===== src/rtl/fifo_sync_param.sv =====
// fifo_sync_param: parametrised single-clock FIFO with count, almost flags and overflow/underflow pulses; 1-cycle registered read, or 0-cycle read when FIFO_FWFT_EN is defined.
// Backpressure: a write while full or a read while empty is dropped with no state change and flagged by a one-cycle overflow/underflow pulse.
module fifo_sync_param #(
    parameter int DATA_W = 32,
    parameter int ADDR_W = 3,
    parameter int AF_LVL = 6,
    parameter int AE_LVL = 2
) (
    input  logic              clk,
    input  logic              rst,
    input  logic              wen,
    input  logic              ren,
    input  logic [DATA_W-1:0] data_in,
    output logic [DATA_W-1:0] data_out,
    output logic              full,
    output logic              empty,
    output logic              almost_full,
    output logic              almost_empty,
    output logic [ADDR_W:0]   count,
    output logic              overflow,
    output logic              underflow
);

    localparam int DEPTH = 1 << ADDR_W;
    localparam logic [ADDR_W:0] AF_THR = AF_LVL[ADDR_W:0];
    localparam logic [ADDR_W:0] AE_THR = AE_LVL[ADDR_W:0];

    logic [DATA_W-1:0] mem [DEPTH];
    logic [ADDR_W:0]   wptr;
    logic [ADDR_W:0]   rptr;
    logic              wr_acc;
    logic              rd_acc;

    // Extra MSB on each pointer distinguishes full from empty when the low bits match.
    assign count        = wptr - rptr;
    assign full         = (wptr[ADDR_W] != rptr[ADDR_W]) &&
                          (wptr[ADDR_W-1:0] == rptr[ADDR_W-1:0]);
    assign empty        = (wptr == rptr);
    assign almost_full  = (count >= AF_THR);
    assign almost_empty = (count <= AE_THR);

    assign wr_acc = wen && !full;
    assign rd_acc = ren && !empty;

    always_ff @(posedge clk) begin
        if (wr_acc) begin
            mem[wptr[ADDR_W-1:0]] <= data_in;
        end
    end

    always_ff @(posedge clk or posedge rst) begin
        if (rst) begin
            wptr      <= '0;
            rptr      <= '0;
            overflow  <= 1'b0;
            underflow <= 1'b0;
        end else begin
            if (wr_acc) begin
                wptr <= wptr + 1'b1;
            end
            if (rd_acc) begin
                rptr <= rptr + 1'b1;
            end
            overflow  <= wen && full;
            underflow <= ren && empty;
        end
    end

`ifdef FIFO_FWFT_EN
    // Head word is visible directly; value is meaningless while empty.
    assign data_out = mem[rptr[ADDR_W-1:0]];
`else
    always_ff @(posedge clk or posedge rst) begin
        if (rst) begin
            data_out <= '0;
        end else if (rd_acc) begin
            data_out <= mem[rptr[ADDR_W-1:0]];
        end
    end
`endif

endmodule

===== config.mk =====
export PLATFORM = sky130hd
export DESIGN_NAME = fifo_sync_param
export DESIGN_NICKNAME = d
export VERILOG_FILES = /design/src/rtl/fifo_sync_param.sv
export SDC_FILE = /design/constraint.sdc
export NUM_CORES = 1
export LEC_CHECK = 0
export BUFFER_PORTS_ARGS = -buffer_cell sky130_fd_sc_hd__buf_4
export CAP_MARGIN = 5
export CORE_ASPECT_RATIO = 1.4
export CORE_MARGIN = 2
export CORE_UTILIZATION = 40
export CTS_BUF_LIST = sky130_fd_sc_hd__clkbuf_16
export DETAILED_ROUTE_END_ITERATION = 6
export SYNTH_ARGS = -nofsm -noshare
export SYNTH_HDL_FRONTEND = slang
export SYNTH_SLANG_ARGS = --single-unit

===== constraint.sdc =====
create_clock -name clk -period 13.1 [get_ports clk]
set_input_delay 0.655 -clock clk [delete_from_list [all_inputs] [get_ports clk]]
set_output_delay 0.655 -clock clk [all_outputs]
set_load 0.02 [all_outputs]

==> reports/metrics.yaml <==
routed_via_density: 5.22
ys_ff_latch: 298
p_leak_uw: 0.00459
die_width_um: 147
fin_hold_ws_ns: 0.359
pre_cts_ws_ns: 9.70
relSlewSlack: 0.170
antenna_cells: 0
slew_viol_final: 0
cts_sinks: 298
r2r-start: "rptr[2]"
drc: 0
grt_max_degree: 70
synth_top_family_by_area: "multiplexers"
ys_top_cells_by_count: "edfxtp_1, mux2_2, dfrtp_1"
clk-insertion-delay-late_ns: 0.52
cts_hold_buf: 0
first_pass_iters: 4
ioPinCount: 78
vdd_drop_max_v: 0.000102
r2r_end: "mem[7][27]"
yosysUniqueCellTypes: 33
rsz0062_at_grt: "no"
clk_path_buf_depth: 3
synth-edff-count: 256
wl_per_cell_um: 21.4
synth-compound-area-share: 0.0429
setup_viol: 0
maxCapViolCount: 0
end_kind: "flop"
core_area_mm2: 0.0283
yosys_warnings: 0
synth_fp_nets: 657
postRouteAntennaNets: 0
num_vias: 5714
num_rows: 73
fin_crit_ns: 3.34
fmax_mhz: 299
wirelength_mm: 23.4
hold_class: "primary input to flop"
synth_xor_xnor_area_share: 0.00752
cts_setup_buffers: 0
syn2layout_area_growth_pct: 15.7
port_buffers: 77
dr.first_iter.drc_count: 364
outcome: "finished clean"
start_util: 0.405
worstHoldEndpoint: "mem[3][6]"
path_class: "flop to flop"
grtUsageTotal: 0.158
layout.nets: 742
die_h_um: 204
yosys-top-cells-area: "edfxtp_1, dfrtp_1, mux2_2, mux4_2, o31ai_1"
finalCritPeriodShare: 0.255
crit_arrival_ns: 3.47
tightest_slew_ns: 1.24
tns_ns: 0
yosysMostFrequentCell: "edfxtp_1"
ys_async_sr_fraction: 0.141
worst_slack_ns: 9.76
worstHoldStart: "data_in[6]"
synth_area_mm2: 0.0115
place_congestion: 0.766
ff2ff_path_depth: 6
cts_inserted_buffers: 27
path_clk_slew_ns: 0.07
grt_pass1_wl_mm: 36.5
synth_top_cell_by_area: "edfxtp_1"
synth-seq-area-share: 0.761
r2r_slack_ns: 9.76
syn_avg_cell_area_um2: 18.7
antenna_found_initial: 0
path_max_fanout: 36
tritoncts: "built"
synthCells: 615
hold_path_depth: 1
root_buffer: "clkbuf_16"
synth.top_cell.area_share: 0.670
grt_pass1_vias: 6300
drive_above_1_share: 0.326
dpl.hpwl_mm: 13.4
die-area_mm2: 0.0301
powerDensity_mw_per_mm2: 234
synth-simple-area-share: 0.0316
synth_ff_type: "edfxtp_1"
required_ns: 13.23
skew_ns: 0.0122
hold_viol: 0
crit_path_start_kind: "flop"
muxShareOfSynthArea: 0.128
cts_resized: 0
gr-total-overflow: 0
total_power_uw: 3110
synthAdderAreaFrac: 0.00719
htreeDepth: 1
## placed cells by master, fill, tap and decap left out, types with 2 or more instances in the layout
cell and instances:
edfxtp_1 256, nor2_1 37, clkinv_1 7, nor2_4 3, o31ai_1 32, nand3_1 2
nor3_2 4, xnor2_1 5, mux4_2 32, inv_1 17, dfrtp_1 40, ha_1 5
o22ai_1 32, xor2_1 3, buf_4 88, mux2_2 65, clkinv_2 3, o21ai_0 2
nand2_1 37, a21oi_1 2, and2_1 2, clkbuf_16 27, bufinv_16 2
## sequential cells by signal (all words and copies together) (netlist names)
| name | cells |
|---|---|
| mem | 256 |
| data_out | 32 |
| overflow | 1 |
| rptr | 4 |
| wptr | 4 |
| underflow | 1 |
## where the power goes
| part | switching (uW) | internal [uW] | total, uW | leakage [uW] |
|---|---|---|---|---|
| Clock | 326 | 412 | 738 | 0.000431 |
| Combinational | 597 | 439 | 1040 | 0.00133 |
| Sequential | 99.3 | 1240 | 1330 | 0.00283 |
| Total | 1020 | 2090 | 3110 | 0.00459 |
## worst max path at each step
stage	start	endpoint	depth (start not counted)
floorplan	rptr[2]	mem[0][0]	7
global placement	rptr[2]	mem[7][19]	6
detailed placement	rptr[2]	mem[7][30]	6
CTS	rptr[2]	mem[7][30]	6
global route	rptr[2]	mem[7][27]	6
finish	rptr[2]	mem[7][27]	6
## logic make-up after synthesis
| logic type | count (synthesis) |
|---|---|
| flops | 298 |
| mux | 98 |
| simple gates | 90 |
| compound gates | 72 |
| buf+inv | 42 |
| xor+xnor | 9 |
| fa+ha+maj | 6 |
## area by class of cell
class | instances | area [um^2]
clock buffer | 27 | 676
clock inverter | 22 | 148
fill | 2429 | 15000
inverter | 10 | 37.5
multi-input combinational | 275 | 2550
sequential | 298 | 8740
tap | 375 | 469
timing repair buffer | 88 | 661
## routing by layer
layer,track usage,up-vias,routed length (um)
li1,-,2573,-
met1,0.188,2977,9130
met2,0.300,130,12800
met3,0.0208,34,1000
met4,0.0433,0,470
met5,0,-,0
## critical path, cell delays in order (launching register included)
cell and delay, ns:
dfrtp_1 0.32, buf_4 0.43, inv_1 0.15, ha_1 0.36, nand3_1 0.25, o211ai_1 0.35, nor2_4 1.06
## per-stage QoR
step / util / std cells / cell area, um^2
3_3_place_gp: 0.440 / 1046 / 12500
3_5_place_dp: 0.440 / 1046 / 12500
5_1_grt: 0.469 / 1095 / 13300
2_1_floorplan: - / 615 / 11500
4_1_cts: 0.469 / 1095 / 13300
6_report: 0.469 / 1095 / 13300
Power figures use the tool's default switching activity.
